--- src/rtl/bcd_alu_serial.sv ---
// Digit-serial BCD add / subtract unit. Operands are latched on start and
// walked LSB digit first, one digit per clock. A second pass recomputes B-A
// when a signed subtract finds A<B, so the result is always a magnitude.
module bcd_alu_serial #(
  parameter int unsigned DIGITS = 4,
  parameter int unsigned CNT_W  = $clog2(DIGITS + 1)
) (
  input  logic                  clk,
  input  logic                  rst,
  input  logic                  start,
  input  logic [1:0]            op,
  input  logic [4*DIGITS-1:0]   a_bcd,
  input  logic [4*DIGITS-1:0]   b_bcd,
  output logic                  busy,
  output logic                  done,
  output logic [4*DIGITS-1:0]   result,
  output logic                  sat,
  output logic                  neg,
  output logic                  err
);

  localparam int unsigned W = 4 * DIGITS;

  typedef enum logic [2:0] {StIdle, StPass1, StResolve, StPass2, StFinish} state_e;

  state_e           state_q, state_d;
  logic [W-1:0]     a_q, a_d, b_q, b_d;
  logic [W-1:0]     acc_q, acc_d;
  logic [W-1:0]     result_q, result_d;
  logic [1:0]       op_q, op_d;
  logic             cb_q, cb_d;          // carry (add) or borrow (subtract)
  logic [CNT_W-1:0] idx_q, idx_d;
  logic             sat_q, sat_d, neg_q, neg_d, err_q, err_d;
  logic             busy_q, done_q;

  logic [3:0]       dig_a, dig_b, dig_x, dig_y;
  logic [4:0]       sum_t, dif_t;
  logic             last_digit;

  // Single-digit BCD adder and subtractor on the current digit index.
  always_comb begin
    dig_a = a_q[4*int'(idx_q) +: 4];
    dig_b = b_q[4*int'(idx_q) +: 4];
    // The second pass swaps operands to form B-A.
    dig_x = (state_q == StPass2) ? dig_b : dig_a;
    dig_y = (state_q == StPass2) ? dig_a : dig_b;
    sum_t = {1'b0, dig_x} + {1'b0, dig_y} + {4'b0, cb_q};
    if (sum_t > 5'd9) sum_t = sum_t + 5'd6;
    dif_t = {1'b0, dig_x} - {1'b0, dig_y} - {4'b0, cb_q};
    if (dif_t[4]) dif_t = dif_t + 5'd10;
    last_digit = (idx_q == CNT_W'(DIGITS - 1));
  end

  // Next-state and datapath updates for the sequencing FSM.
  always_comb begin
    state_d  = state_q;
    a_d      = a_q;
    b_d      = b_q;
    op_d     = op_q;
    acc_d    = acc_q;
    cb_d     = cb_q;
    idx_d    = idx_q;
    result_d = result_q;
    sat_d    = sat_q;
    neg_d    = neg_q;
    err_d    = err_q;
    unique case (state_q)
      StIdle: begin
        if (start) begin
          a_d     = a_bcd;
          b_d     = b_bcd;
          op_d    = op;
          cb_d    = 1'b0;
          idx_d   = '0;
          sat_d   = 1'b0;
          neg_d   = 1'b0;
          err_d   = 1'b0;
          state_d = StPass1;
        end
      end
      StPass1: begin
        if (dig_a > 4'd9 || dig_b > 4'd9) err_d = 1'b1;
        if (op_q[1]) begin
          acc_d[4*int'(idx_q) +: 4] = dif_t[3:0];
          cb_d = (({1'b0, dig_a}) < ({1'b0, dig_b} + {4'b0, cb_q}));
        end else begin
          acc_d[4*int'(idx_q) +: 4] = sum_t[3:0];
          cb_d = sum_t[4];
        end
        idx_d = idx_q + CNT_W'(1);
        if (last_digit) state_d = StResolve;
      end
      StResolve: begin
        idx_d   = '0;
        cb_d    = 1'b0;
        state_d = StFinish;
        if (err_q) begin
          result_d = '0;
          sat_d    = 1'b0;
          neg_d    = 1'b0;
        end else if (!op_q[1]) begin
          result_d = cb_q ? {DIGITS{4'h9}} : acc_q;
          sat_d    = cb_q;
        end else if (!op_q[0]) begin
          result_d = cb_q ? '0 : acc_q;
          sat_d    = cb_q;
        end else if (cb_q) begin
          // A<B: keep the sign, then recompute the magnitude as B-A.
          neg_d   = 1'b1;
          state_d = StPass2;
        end else begin
          result_d = acc_q;
        end
      end
      StPass2: begin
        result_d[4*int'(idx_q) +: 4] = dif_t[3:0];
        cb_d  = (({1'b0, dig_b}) < ({1'b0, dig_a} + {4'b0, cb_q}));
        idx_d = idx_q + CNT_W'(1);
        if (last_digit) state_d = StFinish;
      end
      StFinish: state_d = StIdle;
      default:  state_d = StIdle;
    endcase
  end

  // State register with synchronous reset; busy/done are registered outputs.
  always_ff @(posedge clk) begin
    if (rst) begin
      state_q  <= StIdle;
      a_q      <= '0;
      b_q      <= '0;
      op_q     <= '0;
      acc_q    <= '0;
      cb_q     <= 1'b0;
      idx_q    <= '0;
      result_q <= '0;
      sat_q    <= 1'b0;
      neg_q    <= 1'b0;
      err_q    <= 1'b0;
      busy_q   <= 1'b0;
      done_q   <= 1'b0;
    end else begin
      state_q  <= state_d;
      a_q      <= a_d;
      b_q      <= b_d;
      op_q     <= op_d;
      acc_q    <= acc_d;
      cb_q     <= cb_d;
      idx_q    <= idx_d;
      result_q <= result_d;
      sat_q    <= sat_d;
      neg_q    <= neg_d;
      err_q    <= err_d;
      busy_q   <= (state_d != StIdle);
      done_q   <= (state_q == StFinish);
    end
  end

  assign busy   = busy_q;
  assign done   = done_q;
  assign result = result_q;
  assign sat    = sat_q;
  assign neg    = neg_q;
  assign err    = err_q;

endmodule
--- config.mk ---
export PLATFORM = sky130hd
export DESIGN_NAME = bcd_alu_serial
export DESIGN_NICKNAME = d
export VERILOG_FILES = /design/src/rtl/bcd_alu_serial.sv
export SDC_FILE = /design/constraint.sdc
export NUM_CORES = 1
export LEC_CHECK = 0
export ABC_CLOCK_PERIOD_IN_PS = 9900
export BUFFER_PORTS_ARGS = -buffer_cell sky130_fd_sc_hd__buf_2
export CAP_MARGIN = 20
export CELL_PAD_IN_SITES_DETAIL_PLACEMENT = 0
export CELL_PAD_IN_SITES_GLOBAL_PLACEMENT = 1
export CORE_MARGIN = 5
export CORE_UTILIZATION = 48
export CTS_BUF_LIST = sky130_fd_sc_hd__clkbuf_4
export DETAILED_ROUTE_END_ITERATION = 8
export GPL_ROUTABILITY_DRIVEN = 0
export PLACE_DENSITY = 0.88
export SYNTH_ARGS = -nofsm -noshare
export SYNTH_HDL_FRONTEND = slang
export SYNTH_SLANG_ARGS = --single-unit
--- constraint.sdc ---
create_clock -name clk -period 9.9 [get_ports clk]
set_clock_uncertainty 0.05 [all_clocks]
set_input_delay 1.98 -clock clk [delete_from_list [all_inputs] [get_ports clk]]
set_output_delay 1.98 -clock clk [all_outputs]
set_load 0.02 [all_outputs]
# ---- After elaboration in Yosys (flattened, before gate mapping)
# Index checks and enable logic that the tools add are counted.
dict set report classes {
  n_addsub 10
  multipliers 0
  div 0
  magnitude_cmp 5
  n_eq_ne 12
  shift 5
  muxes 39
  n_bitwise 0
  n_reduce_logical 16
}
# operator count
set op_table {}
lappend op_table {{$mux W16} 7}
lappend op_table {{$shiftx A4 B33 Y16} 2}
lappend op_table {{$bwmux W16} 3}
lappend op_table {{$neg A5 Y33} 1}
lappend op_table {{$shift A4 B33 Y16 const A} 1}
lappend op_table {{$pmux W16 S2} 1}
lappend op_table {{$shiftx A16 B6 Y4} 2}
lappend op_table {{$mux W3} 8}
lappend op_table {{$mux W4} 3}
lappend op_table {{$pmux W3 S4} 1}
lappend op_table {{$add A4 B1 Y5} 2}
lappend op_table {{$lt A4 B5 Y1} 2}
lappend op_table {{$mux W1} 10}
lappend op_table {{$eq A3 B2 Y1 const B} 3}
lappend op_table {{$ne A3 B3 Y1 const B} 3}
lappend op_table {{$pmux W3 S3} 1}
lappend op_table {{$gt A4 B4 Y1 const B} 2}
lappend op_table {{$reduce_and A2 Y1} 4}
lappend op_table {{$pmux W1 S2} 3}
lappend op_table {{$reduce_and A3 Y1} 2}
lappend op_table {{$reduce_bool A2 Y1} 3}
lappend op_table {{$reduce_bool A3 Y1} 2}
lappend op_table {{$add A4 B4 Y5} 1}
lappend op_table {{$add A5 B1 Y5} 1}
lappend op_table {{18 further kinds} 19}
dict set report word_totals {
  register_bits 78
  latch_bits 0
  ram_bits 0
  rom_bits 0
  mem_count 0
}

# ---- Logic depth before layout (Yosys ltp)
# Gate-level depths: netlist of the first run.
dict set report logic_depth {
  ltp_word 9
  depth_mapped 18
  depth_no_buf 16
}

# ---- Worst setup path after synthesis of the first run
# No wires, ideal clock.
dict set report synth_path {
  kind {register to register}
  start {register idx_q[0]}
  end {register acc_q[10]}
  t_arrival_ns 4.022
  required_ns 9.722
  path_slack_ns 5.700
  path_stages_with_launch 18
  path_buffers 1
  path_cell_list {dfxtp_1 -> buf_4 -> mux4_2 -> nand2_1 -> nand2_1 -> o21ai_1 -> xnor2_1 -> ha_1 -> a21o_1 -> fa_1 -> xnor2_1 -> ha_1 -> nor2b_1 -> o221ai_1 -> o311ai_1 -> mux2_1 -> a21oi_1 -> o31ai_1}
}
dict set report synth_via {
  elab_chain_len 9
  elab_cells_between_ends 20
}
# item line_no
set synth_rtl {}
lappend synth_rtl {{from (decl)} 32} ;# logic [CNT_W-1:0] idx_q, idx_d;
lappend synth_rtl {{from (signal assigned)} 149} ;# idx_q <= idx_d;
lappend synth_rtl {{$shiftx A16 B6 Y4, on equally long branches} {42, 43}}
lappend synth_rtl {{$mux W4, on equally long branches} {45, 46}}
lappend synth_rtl {{$add A4 B4 Y5 / $sub A4 B4 Y5 (equally long branches)} {47, 49}}
lappend synth_rtl {{$add A5 B1 Y5 / $sub A5 B1 Y5 (equally long branches)} {47, 49}}
lappend synth_rtl {{$add A5 B3 Y5 (tied with other cells)} 48} ;# if (sum_t > 5'd9) sum_t = sum_t + 5'd6;
lappend synth_rtl {{$mux W5 / $mux W4 (equally long branches)} {48, 50}}
lappend synth_rtl {{$shiftx A4 B33 Y16, on equally long branches} {87, 84}}
lappend synth_rtl {{$bwmux W16, on equally long branches} {87, 84}}
lappend synth_rtl {{$mux W16 (*)} 83} ;# if (op_q[1]) begin
lappend synth_rtl {{to (signal assigned)} 133} ;# acc_q <= '0;
lappend synth_rtl {{to (signal assigned)} 147} ;# acc_q <= acc_d;
lappend synth_rtl {{to (decl)} 28} ;# logic [W-1:0] acc_q, acc_d;
# Every way passes the cells marked *; elsewhere a longest branch is shown, timed or not.
# A chain may end at the register's enable or synchronous reset.

# ---- Worst setup path in the final report of the first run
dict set report layout_path {
  start {register idx_q[0]}
  end {register acc_q[6]}
}
# Same word-level chain as after synthesis.

==> results of run 1 <==
[layout make-up]
class | count | area [um2] | share of cell area
well taps | 111 | 139 | 0.0277
clock inverters | 6 | 67.6 | 0.0135
inverters | 22 | 82.6 | 0.0165
repair buffers | 61 | 333 | 0.0665
multi-input cells | 417 | 2750 | 0.549
clock buffers | 10 | 75.1 | 0.0150
flip-flops and latches | 78 | 1560 | 0.312
[flip-flops by register name, summed over array words and instances, names as in the netlist, 2 cells and up]
| register | cells |
|---|---|
| a_q | 16 |
| acc_q | 16 |
| idx_q | 3 |
| b_q | 16 |
| result | 16 |
| state_q | 3 |
| op_q | 2 |
[cell usage after synthesis (7+ instances only)]
cell type  count  area, um2
nand2_1       99        372
dfxtp_1       78       1560
a21oi_1       54        270
nor2_1        37        139
clkbuf_1      30        113
ha_1          29        363
nand3_1       24        120
a211oi_1      18        135
inv_1         17       63.8
nor3_1        14       70.1
a22oi_1       11       82.6
o21ai_1       11       55.1
o31ai_1       10       75.1
xnor2_1       10       87.6
a221oi_1       9       78.8
mux4_2         7        158
or3_1          7       43.8
[cell families after synthesis]
group                      synth area share
muxes                                0.0544
buffers and inverters                0.0458
AOI/OAI and AO/OA                     0.225
DFF                                   0.346
xor gates and xnor gates             0.0289
and+or+nand+nor                       0.210
adders and majority gates            0.0894
[stage by stage]
stage | area [um2] | hold WS, ps | cells | setup slack (ps)
floorplan | 4510 | 382 | 549 | 5700
CTS | 4970 | 415 | 703 | 4850
global route | 5000 | 437 | 705 | 4580
global placement | 4830 | 389 | 687 | 5100
finish | 5000 | 412 | 705 | 4860
detailed placement | 4830 | 397 | 687 | 4890
[how the worst max path moves through the flow]
stage                     startpoint                     end  slack (ps)
5_1_grt        idx_q[0]$_SDFFE_PP0P_   acc_q[6]$_SDFFE_PP0P_        4580
6_report       idx_q[0]$_SDFFE_PP0P_   acc_q[6]$_SDFFE_PP0P_        4860
3_5_place_dp   idx_q[0]$_SDFFE_PP0P_   acc_q[6]$_SDFFE_PP0P_        4890
4_1_cts        idx_q[0]$_SDFFE_PP0P_   acc_q[6]$_SDFFE_PP0P_        4850
2_1_floorplan  idx_q[0]$_SDFFE_PP0P_  acc_q[10]$_SDFFE_PP0P_        5700
3_3_place_gp   idx_q[0]$_SDFFE_PP0P_   acc_q[6]$_SDFFE_PP0P_        5100
[placed cells by master (no fill, tap or decap), types with 6 or more instances in the layout]
| cell type | n |
|---|---|
| mux4_2 | 7 |
| o21ai_1 | 11 |
| or3_1 | 7 |
| a22oi_1 | 11 |
| a211oi_1 | 18 |
| buf_2 | 57 |
| nor2_1 | 37 |
| and2_1 | 6 |
| inv_1 | 17 |
| clkbuf_4 | 10 |
| a21oi_1 | 54 |
| nand3_1 | 24 |
| ha_1 | 29 |
| a221oi_1 | 9 |
| nor3_1 | 14 |
| xnor2_1 | 10 |
| o31ai_1 | 10 |
| dfxtp_1 | 78 |
| nand2_1 | 99 |
[worst max-delay path: cells and delay by family (launching register included)]
| family | cells | cell delay (ps) |
|---|---|---|
| AOI/OAI and AO/OA | 6 | 1510 |
| and+or+nand+nor | 2 | 260 |
| muxes | 2 | 900 |
| adders and majority gates | 3 | 1050 |
| DFF | 1 | 900 |
| xor gates and xnor gates | 2 | 280 |
[where the power goes]
group | internal, uW | switching (uW)
Clock | 81.8 | 117
Combinational | 85.0 | 134
Sequential | 326 | 12.6
Total | 492 | 263
[layer usage]
metal	vias to the layer above	wire (um)	track usage
met2	135	5290	0.333
met5	-	0	0
met1	1875	5070	0.262
met4	0	185	0.0667
li1	2069	-	-
met3	14	763	0.0415
==> impl_metrics.toml, run 1 <==
[setup_path]
crit_type = "flop to flop"
endpoint_kind = "flop"
cp_max_fo = 15
cp_cell_sequence = "mux4_2 -> nand2_1 -> nand2_1 -> o21ai_1 -> xnor2_1 -> ha_1 -> a21o_1 -> fa_1 -> xnor2_1 -> ha_1 -> a21oi_1 -> o311ai_1 -> mux2_1 -> a21oi_1 -> o31ai_1"
cpPeakStageDelay_ps = 900
r2r_setup_slack_ps = 4860
timing.rr.end = "acc_q[6]$_SDFFE_PP0P_"
reg2regPathDepth = 15
crit_path_start_kind = "flop"
crit_slowest_cell = "dfxtp_1"
r2r-start = "idx_q[0]$_SDFFE_PP0P_"
required_ps = 10180
cp_data_arrival_time_ps = 5320

[synthesis]
ys_warn_count = 0
synth.yosys.seq_area_share = 0.346
async_flop_share = 0
synth.avg_cell_area_um2 = 8.21
synth_ff_type = "dfxtp_1"
synth_seq_cells = 78
syn_inst = 549
synth.distinct_cells = 62
synth_fp_nets = 617
synth_area_mm2 = 0.00451
synth_edf_count = 0

[timing]
tightest_slew_ps = 964
slew_headroom = 0.347
finalCritPeriodShare = 0.509
slew_viol_final = 0
setup_viol = 0
period_minus_slack_ps = 5040
hold_violations = 0
fmax_ghz = 0.198
rsz0062_at_grt = "no"
tns_ps = 0

[power_and_ir_drop]
peakVddDrop_v = 0.0000739
p_leak_uw = 0.00198
power_uw = 756
powerDensity_mw_per_mm2 = 151

[clocking]
clk_path_buf_depth = 2
cts_buffers = 9
postCtsResizedCells = 0
cts_setup_buffers = 0
clk_pin_slew_ps = 130
insertion_delay_ps = 420
cts_root_buffer = "clkbuf_4"
cts_tree = "built"
clkSinkCount = 78
cts_hold_buf = 0
htreeDepth = 3

[finish]
utilization = 0.544
drive_above_1_share = 0.167
num_antenna_cells = 0
fin_nets = 657
synthToLayoutAreaGrowth_pct = 11.0
fillers = 895

[drt]
viasPerCell = 5.81
ant_nets = 0
wl_per_cell_um = 16.0
drt_wl_total_mm = 11.3
drtIter0Drc = 199
dr.pass1.iters = 5
drc = 0
vias = 4093

[run_status]
status = "complete, no violations"

[grt]
grt_usage = 0.201
grt.overflow.total = 0
first_global_vias = 3977
antenna_found_initial = 0
grt_max_degree = 71
grt_pass1_wl_mm = 18.9

[floorplan]
die_width_um = 107
rows = 35
die_y_um = 107
dieArea_mm2 = 0.0114
coreArea_mm2 = 0.00920
ios = 58
start_util = 0.490

[placed_design]
numPortBuffers = 57
hpwl_mm = 8.34

[min_path]
hold_path_end = "a_q[3]$_SDFFE_PP0P_"
min-delay-start = "a_q[3]$_SDFFE_PP0P_"
hold_path.class = "flop to flop"
min_path_cells = 2

[flow_run]
drv_cap = 0
(Power assumes the default switching activity.)
==> run 2: changes to the inputs <==
- ABC_CLOCK_PERIOD_IN_PS: 9900 -> 4200
- CORE_UTILIZATION: 48 -> 41
- PLACE_DENSITY: 0.88 -> 0.8
- clock period: 9.9 -> 4.2 ns (I/O delays scaled with it)
==> run 2 against run 1 <==
  * Core utilization shrank 6.5 points
  * Global-route usage fell by 2.1 points
  * Clock power grew to 2.7 times the previous value
  * Register-to-register slack got worse by 4700 ps
  * Die area rose by 15%
==> impl_metrics.toml, run 2 (synthesized netlist as in run 1, its figures left out) <==
[clocking]
clk_pin_slew_ps = 140
insertion_delay_ps = 440
cts_hold_buf = 0
cts_root_buffer = "clkbuf_4"
htreeDepth = 3
cts_tree = "built"
clkSinkCount = 78
clk_path_buf_depth = 2
cts_buffers = 9

[floorplan]
start_util = 0.418
die_width_um = 115
die_y_um = 115
dieArea_mm2 = 0.0132
ios = 58
rows = 38
coreArea_mm2 = 0.0108

[finish]
final_common_cell = "nand2_1"
fin_nets = 669
drive_above_1_share = 0.193
stdcell_area_mm2 = 0.00518
fillers = 1058
num_antenna_cells = 0
layout_common_cells = "nand2_1 (98), dfxtp_1 (78), buf_2 (57)"
utilization = 0.480
synthToLayoutAreaGrowth_pct = 14.8
stdcell_count = 746

[setup_path]
endpoint_kind = "flop"
cp_data_arrival_time_ps = 4310
cp_max_fo = 7
cpLargestDelayFamily = "compound AO/OA/AOI/OAI gates"
r2r-start = "idx_q[0]$_SDFFE_PP0P_"
crit_slowest_cell = "mux4_2"
startpoint = "idx_q[0]$_SDFFE_PP0P_"
required_ps = 4500
cpPeakStageDelay_ps = 580
crit_buf_inv = 0
crit_path_start_kind = "flop"
cp_cell_sequence = "mux4_2 -> nand2_2 -> nand2_1 -> o21ai_1 -> xnor2_1 -> ha_1 -> a21o_1 -> fa_2 -> xnor2_1 -> ha_1 -> nor2b_1 -> o221ai_1 -> o311ai_1 -> mux2_1 -> a21oi_2 -> o31ai_1"
crit_type = "flop to flop"

[timing]
fmax_ghz = 0.249
hold_violations = 0
tns_ps = 0
period_minus_slack_ps = 4020
finalCritPeriodShare = 0.956
setup_viol = 0
tightest_slew_ps = 954
fin_hold_ws_ps = 413
slew_viol_final = 0
slew_headroom = 0.359

[grt]
grt_pass1_wl_mm = 19.2
grtUsageMet3 = 0.0395
grt.overflow.total = 0
grt_max_degree = 43
first_global_vias = 3980
global_route.usage.met1 = 0.230
grt.busiest_layer = "met2"
antenna_found_initial = 1
grt_usage = 0.180
grtUsageMet2 = 0.301

[power_and_ir_drop]
comb_power_share = 0.293
sw_frac_of_total = 0.331
internal-power_uw = 1250
pwr-share-clk = 0.286
seqPwrFrac = 0.421
powerDensity_mw_per_mm2 = 361
p_sw_uw = 618
peakVddDrop_v = 0.000178
p_leak_uw = 0.00206

[drt]
ant_nets = 0
wl_per_cell_um = 15.5
vias = 4087
drtIter0Drc = 214
drc = 0
drt_wl_total_mm = 11.6
viasPerCell = 5.48
dr.pass1.iters = 5

[run_status]
status = "complete, no violations"

[placed_design]
placed_area_mm2 = 0.00495
numPortBuffers = 57
place_inst = 727
hpwl_mm = 8.84

[min_path]
min-delay-start = "b_q[3]$_SDFFE_PP0P_"
hold_path.class = "flop to flop"

[flow_run]
drv_cap = 0
[run 2: cell types whose count changed in the layout (fill, tap and decap cells not counted), sizes merged]
cell      before  now
buf           60   73
inv           23   21
bufinv         1    2
clkinv         3    4
clkinvlp       1    0
[run 2: worst min-delay path, stage by stage, from the launching register on]
cell and delay (ps):
dfxtp_1 330, nand2_1 50, a21oi_1 50
[run 2: timing repair]
action | CTS | global route
buffers inserted | 0 | 2
endpoints found under the setup margin | 0 | 18
gates resized for setup | 0 | 6
[run 2: area by class of cell]
type | instances | area (um2) | area share
sequential | 78 | 1560 | 0.302
inverter | 22 | 82.6 | 0.0160
clock buffer | 11 | 82.6 | 0.0160
timing repair buffer | 73 | 429 | 0.0829
multi-input combinational | 417 | 2760 | 0.534
tap | 140 | 175 | 0.0338
clock inverter | 5 | 82.6 | 0.0160
[run 2: power by group through the flow]
| stage | Combinational (uW) | Clock [uW] | Sequential, uW |
|---|---|---|---|
| floorplan | 387 | 0 | 798 |
| global placement | 517 | 0 | 802 |
| global route | 603 | 578 | 791 |
| finish | 547 | 534 | 787 |
| CTS | 532 | 549 | 787 |
| detailed placement | 530 | 0 | 804 |
[run 2: layer usage]
metal,up-vias,share of wire,wire length [um]
li1,2078,-,-
met1,1877,0.45,5280
met2,114,0.47,5460
met3,16,0.055,633
met4,2,0.018,214
met5,-,0.0011,13
[run 2: path summary, 6_finish.rpt]
| path | end | slack, ps | depth (start not counted) |
|---|---|---|---|
| max | acc_q[10]$_SDFFE_PP0P_ | 180 | 16 |
| min | b_q[3]$_SDFFE_PP0P_ | 410 | 2 |
| max reg2reg | acc_q[10]$_SDFFE_PP0P_ | 180 | 16 |
| min reg2reg | b_q[3]$_SDFFE_PP0P_ | 410 | 2 |
[run 2: metrics by stage]
step | total power (uW) | worst slack, ps
2_1_floorplan | 1180 | 0.0515
3_3_place_gp | 1320 | 203
3_5_place_dp | 1330 | 29.7
4_1_cts | 1870 | 12.4
5_1_grt | 1970 | -23.3
6_report | 1870 | 185
